### config.mk
export PLATFORM = sky130hd
export DESIGN_NAME = traffic_walk_ctrl
export DESIGN_NICKNAME = d
export VERILOG_FILES = /design/src/rtl/traffic_walk_ctrl.sv
export SDC_FILE = /design/constraint.sdc
export NUM_CORES = 1
export LEC_CHECK = 0
export BUFFER_PORTS_ARGS = -buffer_cell sky130_fd_sc_hd__buf_4
export CAP_MARGIN = 0
export CORE_ASPECT_RATIO = 1.2
export CORE_MARGIN = 10
export CORE_UTILIZATION = 58
export DETAILED_ROUTE_END_ITERATION = 6
export GPL_TIMING_DRIVEN = 0
export PLACE_DENSITY = 0.88
export SLEW_MARGIN = 15
export SYNTH_ARGS = -nofsm -noshare
export SYNTH_HDL_FRONTEND = slang
export SYNTH_SLANG_ARGS = --single-unit
### constraint.sdc
create_clock -name clk -period 4.5 [get_ports clk]
set_input_delay 0.9 -clock clk [delete_from_list [all_inputs] [get_ports clk]]
set_output_delay 0.9 -clock clk [all_outputs]
set_load 0.02 [all_outputs]
### src/rtl/traffic_walk_ctrl.sv
// Main/side intersection controller with latched pedestrian walk phase and one-shot green extension.
// Latency: lamps and WalkPending are registered; state advances only on OneHzEn ticks.
module traffic_walk_ctrl #(
    parameter int T_BASE = 6,
    parameter int T_EXT  = 3,
    parameter int T_YEL  = 2,
    parameter int T_WALK = 3
) (
    input  logic clk,
    input  logic rst,
    input  logic OneHzEn,
    input  logic WalkEn,
    input  logic Sensor,
    output logic MainGrn,
    output logic MainYel,
    output logic MainRed,
    output logic SideGrn,
    output logic SideYel,
    output logic SideRed,
    output logic WalkLamp,
    output logic WalkPending
);

    typedef enum logic [2:0] {
        MAIN_GRN,
        MAIN_YEL,
        WALK,
        SIDE_GRN,
        SIDE_YEL
    } state_t;

    // The counter only has to reach the longest state's last tick.
    localparam int D_GRN = T_BASE + T_EXT;
    localparam int D_M1  = (D_GRN > T_YEL) ? D_GRN : T_YEL;
    localparam int D_MAX = (D_M1 > T_WALK) ? D_M1 : T_WALK;
    localparam int CW    = (D_MAX > 1) ? $clog2(D_MAX) : 1;

    localparam logic [CW-1:0] C_BASE_LAST = CW'(T_BASE - 1);
    localparam logic [CW-1:0] C_EXT_LAST  = CW'(T_BASE + T_EXT - 1);
    localparam logic [CW-1:0] C_YEL_LAST  = CW'(T_YEL - 1);
    localparam logic [CW-1:0] C_WALK_LAST = CW'(T_WALK - 1);

    state_t          r_state;
    logic [CW-1:0]   r_tcnt;
    logic            r_ext;
    logic            r_pend;
    logic [6:0]      r_lamps;

    logic [CW-1:0]   w_dur_last;
    logic            w_green;
    logic            w_ext_hit;
    logic            w_exit;
    state_t          w_next;

    // Lamp order: {MainGrn, MainYel, MainRed, SideGrn, SideYel, SideRed, WalkLamp}
    function automatic logic [6:0] lamps_of(input state_t s);
        case (s)
            MAIN_GRN: lamps_of = 7'b1000010;
            MAIN_YEL: lamps_of = 7'b0100010;
            WALK:     lamps_of = 7'b0010011;
            SIDE_GRN: lamps_of = 7'b0011000;
            SIDE_YEL: lamps_of = 7'b0010100;
            default:  lamps_of = 7'b1000010;
        endcase
    endfunction

    always_comb begin
        w_dur_last = C_YEL_LAST;
        w_next     = r_state;
        case (r_state)
            MAIN_GRN, SIDE_GRN: w_dur_last = r_ext ? C_EXT_LAST : C_BASE_LAST;
            WALK:               w_dur_last = C_WALK_LAST;
            default:            w_dur_last = C_YEL_LAST;
        endcase
        w_green   = (r_state == MAIN_GRN) || (r_state == SIDE_GRN);
        // Sensor at the base-green boundary buys one extension instead of an exit.
        w_ext_hit = w_green && !r_ext && Sensor && (r_tcnt == C_BASE_LAST);
        w_exit    = OneHzEn && !w_ext_hit && (r_tcnt == w_dur_last);
        case (r_state)
            MAIN_GRN: w_next = MAIN_YEL;
            MAIN_YEL: w_next = r_pend ? WALK : SIDE_GRN;
            WALK:     w_next = SIDE_GRN;
            SIDE_GRN: w_next = SIDE_YEL;
            SIDE_YEL: w_next = MAIN_GRN;
            default:  w_next = MAIN_GRN;
        endcase
    end

    always_ff @(posedge clk or posedge rst) begin
        if (rst) begin
            r_state <= MAIN_GRN;
            r_tcnt  <= '0;
            r_ext   <= 1'b0;
            r_pend  <= 1'b0;
            r_lamps <= lamps_of(MAIN_GRN);
        end else begin
            if (OneHzEn) begin
                if (w_exit) begin
                    r_state <= w_next;
                    r_tcnt  <= '0;
                    r_ext   <= 1'b0;
                    r_lamps <= lamps_of(w_next);
                end else begin
                    r_tcnt <= r_tcnt + 1'b1;
                    if (w_ext_hit)
                        r_ext <= 1'b1;
                end
            end
            // Entering WALK services the request; that clear beats a same-edge press.
            if (w_exit && (w_next == WALK))
                r_pend <= 1'b0;
            else if (WalkEn && (r_state != WALK))
                r_pend <= 1'b1;
        end
    end

    assign MainGrn     = r_lamps[6];
    assign MainYel     = r_lamps[5];
    assign MainRed     = r_lamps[4];
    assign SideGrn     = r_lamps[3];
    assign SideYel     = r_lamps[2];
    assign SideRed     = r_lamps[1];
    assign WalkLamp    = r_lamps[0];
    assign WalkPending = r_pend;

endmodule

Yosys cells after proc, flatten, opt, wreduce, memory -nomap -nowiden
Index checks and enable logic that the tools add are counted.

cells by class
  add/subtract/negate cells = 1
  equal/unequal tests = 10
  multiplexer cells = 10
  reductions and logical operators = 16

operators with widths
  cell                                            count
  case mux 7 bit (4 select lines)                 1
  == test 3 x 2 -> 1 bit (second input constant)  4
  case mux 3 bit (4 select lines)                 1
  2-to-1 mux 4 bit                                2
  case mux 4 bit (2 select lines)                 1
  logical AND 1 bit                               7
  == test 3 x 1 -> 1 bit (second input constant)  2
  2-to-1 mux 1 bit                                5
  adder 4 x 1 -> 4 bit (second input constant)    1
  == test 4 x 3 -> 1 bit (second input constant)  1
  == test 4 bit                                   1
  AND reduction 2 bit                             2
  nonzero test 2 bit                              2
  == test 3 bit (second input constant)           1
  logical NOT 3 bit                               1
  != test 3 x 2 -> 1 bit (second input constant)  1
  logical NOT 1 bit                               2
  OR reduction 2 bit                              1
  logical OR 1 bit                                1

storage, ports and cells
  register bits = 16
  input port bits = 5
  output and inout bits = 8
  logic and storage cells = 42

Logic depth before layout (Yosys ltp)
  word-level depth = 10
  mapped depth = 8
  depth with buffers taken out = 7

Least setup slack after synthesis
No wires, ideal clock.

  path type = input to register
  start = in Sensor
  end = reg r_lamps[0]
  library setup time = 0.128 ns
  data arrival time = 2.233 ns
  required time = 4.372 ns
  setup slack = 2.140 ns
  stages = 5
  path buffers = 0
  cells stage by stage = and3b_1 o41a_1 a311o_1 nor2_4 mux2_1

on the way
  cells in the longest elaborated chain, start to end = 6

RTL lines
  what                             line  text
  start: declaration               13    input logic Sensor,
  logical AND 1 bit (2 in series)  77    w_ext_hit = w_green && !r_ext && Sensor && (r_tcnt == C_BASE_LAST);
  logical NOT 1 bit                78    w_exit = OneHzEn && !w_ext_hit && (r_tcnt == w_dur_last);
  logical AND 1 bit (2 in series)  78
  AND reduction 2 bit (no line)    --
  end signal: assignment           95    r_lamps <= lamps_of(MAIN_GRN);
  end signal: assignment           102   r_lamps <= lamps_of(w_next);
  end: declaration                 47    logic [6:0] r_lamps;

No other way between the ends.
A chain may end at the register's enable or synchronous reset.

Worst setup path in the final report
  start = in Sensor
  end = reg r_state[2]

on the way
  cells in the longest elaborated chain, start to end = 6

RTL lines
  what                             line  text
  logical AND 1 bit (2 in series)  77
  logical NOT 1 bit                78
  logical AND 1 bit (2 in series)  78
  AND reduction 2 bit (no line)    --
  end signal: assignment           99    r_state <= w_next;
  end: declaration                 43    state_t r_state;

No other way between the ends.

==> metrics.yaml <==
die:
  start_util_pct: 62.31
  ios: 13
  rows: 15
  die_w_um: 56.20
  coreArea_um2: 1464
  dieArea_um2: 3565
  fp.dieH_um: 63.44
sta:
  fin_tns_setup_ps: 0
  finalCritPeriodShare_pct: 50.68
  setup_viol: 0
  layout_min_cycle_time_ps: 2281
  fmax_ghz: 0.4385
  relSlewSlack_pct: 59.58
  tightest_slew_ps: 605.6
  rsz0062_at_grt: "false"
  hold_viol_final: 0
  skew_ps: 4.006
  drv_slew: 0
clock_network:
  clock-sinks: 16
  htreeDepth: 1
  clkLatencyLatePin_ps: 290
  clockBufferDepth: 2
  cts_tree: "yes"
  ctsResizeCount: 0
  root_buffer: "clkbuf_4"
  numCtsBuffers: 3
  clk_pin_slew_ps: 80
  cts_setup_buffers: 0
  cts_hold_buf: 0
yosys:
  seq_area_frac_synth_pct: 44.17
  syn_nets: 98
  ys_warn_count: 0
  syn_area_um2: 912.1
  synth_cells: 91
  synth.largest_area_cell: "dfrtp_1"
  avgSynthCellArea_um2: 10.02
  yosysTopAreaCellShare_pct: 38.41
  synth.top_cells.by_area: "dfrtp_1 (38%), mux2_1 (7.4%), o21ai_0 (6.0%), dfstp_2 (5.8%), nand2b_1 (3.4%)"
  ys_ff_latch: 16
  ys_types: 34
hold_path:
  hold_start: "r_lamps[0]"
  min_to: "r_lamps[0]"
  min_path_type: "flip-flop to flip-flop"
  hold_depth: 1
layout:
  nNetsFinal: 115
  drive_gt1_share_pct: 20.75
  areaGrowthSynthToFinish_pct: 14.68
  fin_cells: 123
  final_area_um2: 1046
  antenna_cells: 0
  final_util_pct: 71.45
drt:
  vias: 721
  first_iter_violations: 9
  wirelength_mm: 1.926
  drc: 0
  wire_per_inst_um: 15.66
  vias_per_cell: 5.862
  dr.pass1.iters: 4
  ant_nets: 0
worst_setup_path:
  r2r_cells: 7
  crit_type: "input pin to flip-flop"
  start_kind: "input pin"
  required_ps: 4670
  r2r_slack_ps: 2230
  arrival_ps: 2450
  cp-end-kind: "flip-flop"
  reg2reg_from: "r_tcnt[1]"
  r2r-end: "r_state[2]"
  path_max_fanout: 10
job:
  cap_violations: 0
power_and_ir_drop:
  switching_share_pct: 44.87
  intPower_uw: 429.9
  power_frac_seq_pct: 33.2
  p_leak_uw: 0.0004883
  p_switching_uw: 349.9
  combPwrFrac_pct: 57.5
  ir_drop_v: 0.0003950
  power.total_uw: 779.8
  p_per_area_nw_per_um2: 745.5
  power_frac_clock_pct: 9.3
grt:
  grt_use_total_pct: 11.27
  first_global_vias: 697
  grt_antenna_before_repair: 0
  grt-ovfl-total: 0
  grt_max_degree: 17
  grt_pass1_wl_mm: 3.298
outcome:
  status: "finished, final reports clean"
place:
  io_buffers: 12
  gp_congestion: 0.8238
  dp_hpwl_mm: 1.446
  dp.cells: 120
  placed_cell_area_um2: 1023
==> layer usage <==
metal | vias up | share of wire (%) | track usage [%]
li1 | 363 | - | -
met1 | 334 | 44 | 13.20
met2 | 19 | 50 | 17.78
met3 | 5 | 4.4 | 3.808
met4 | 0 | 2.1 | 5.422
met5 | - | 0 | 0
==> synthesized netlist by cell type <==
library cell  number
nand4_1            1
ha_1               2
a22o_1             2
and3b_1            1
a41o_1             1
nand2b_1           5
nor3_1             1
nor2b_1            2
o311ai_0           1
mux2_1             6
clkbuf_1           1
buf_6              1
or3b_1             1
o21ai_0           11
a21oi_1            3
nor2_4             1
o32a_1             1
mux2i_1            1
nor2_1             5
o41ai_1            1
xnor2_1            1
o41a_1             1
inv_1              5
o31a_1             2
dfstp_2            2
a311o_1            1
xor2_1             2
o21ai_1            1
dfrtp_1           14
o31ai_1            3
o22ai_1            1
buf_2              3
and3_1             2
nand2_1            5
==> cells by family (layout without fill, tap and decap cells) <==
family,after synthesis,in the layout,synth area share [%]
flops,16,16,44.17
compound gates,29,29,21.67
buf+inv,10,25,5.349
simple gates,24,24,14.68
mux,7,7,8.504
xor+xnor,3,3,2.881
fa+ha+maj,2,2,2.743
==> sequential cells by signal, summed over array words and instances, names as in the netlist <==
register     cells
r_ext            1
WalkPending      1
r_state          3
r_tcnt           4
r_lamps          7
==> power by group through the flow <==
stage	registers [uW]	logic [uW]	clock network [uW]
after global placement	258	436	0
after detailed placement	262	448	0
final	259	448	72.9
after CTS	259	450	75.1
after floorplan	278	311	0
after global routing	268	501	80.9
==> stage by stage <==
stage,setup slack (ps),hold slack (ps)
after floorplan,2140,581.7
after global placement,1931,474.4
after detailed placement,1916,480.7
after CTS,2218,501.9
after global routing,2119,527.9
final,2219,501.2
==> worst max path at each step <==
stage	cells after the start	startpoint	endpoint
detailed placement	6	Sensor	r_lamps[5]
global route	7	r_tcnt[1]	r_state[2]
floorplan	5	Sensor	r_lamps[0]
finish	6	Sensor	r_state[2]
CTS	6	Sensor	r_state[2]
global placement	6	Sensor	r_lamps[5]
==> cells in the final DEF, fill, tap and decap left out, types with 3 or more instances in the layout <==
cell type	synthesis	final
a21oi_1	3	3
buf_2	3	3
buf_4	0	12
clkbuf_4	0	3
dfrtp_1	14	14
inv_1	5	5
mux2_1	6	6
nand2_1	5	5
nand2b_1	5	5
nor2_1	5	5
o21ai_0	11	11
o31ai_1	3	3
==> critical path, cell delays in order <==
cell and delay, ps:
buf_4 100, and3b_1 170, o41a_1 300, a311o_1 330
nor2_4 270, mux2_1 360
==> layout make-up <==
type	count	area [um2]
buffer	5	30.03
clock buffer	3	22.52
fill	111	417.9
inverter	5	18.77
multi-input combinational	65	460.4
sequential	16	402.9
tap	17	21.27
timing repair buffer	12	90.09
Note: power is estimated with default switching activity, not from simulation.
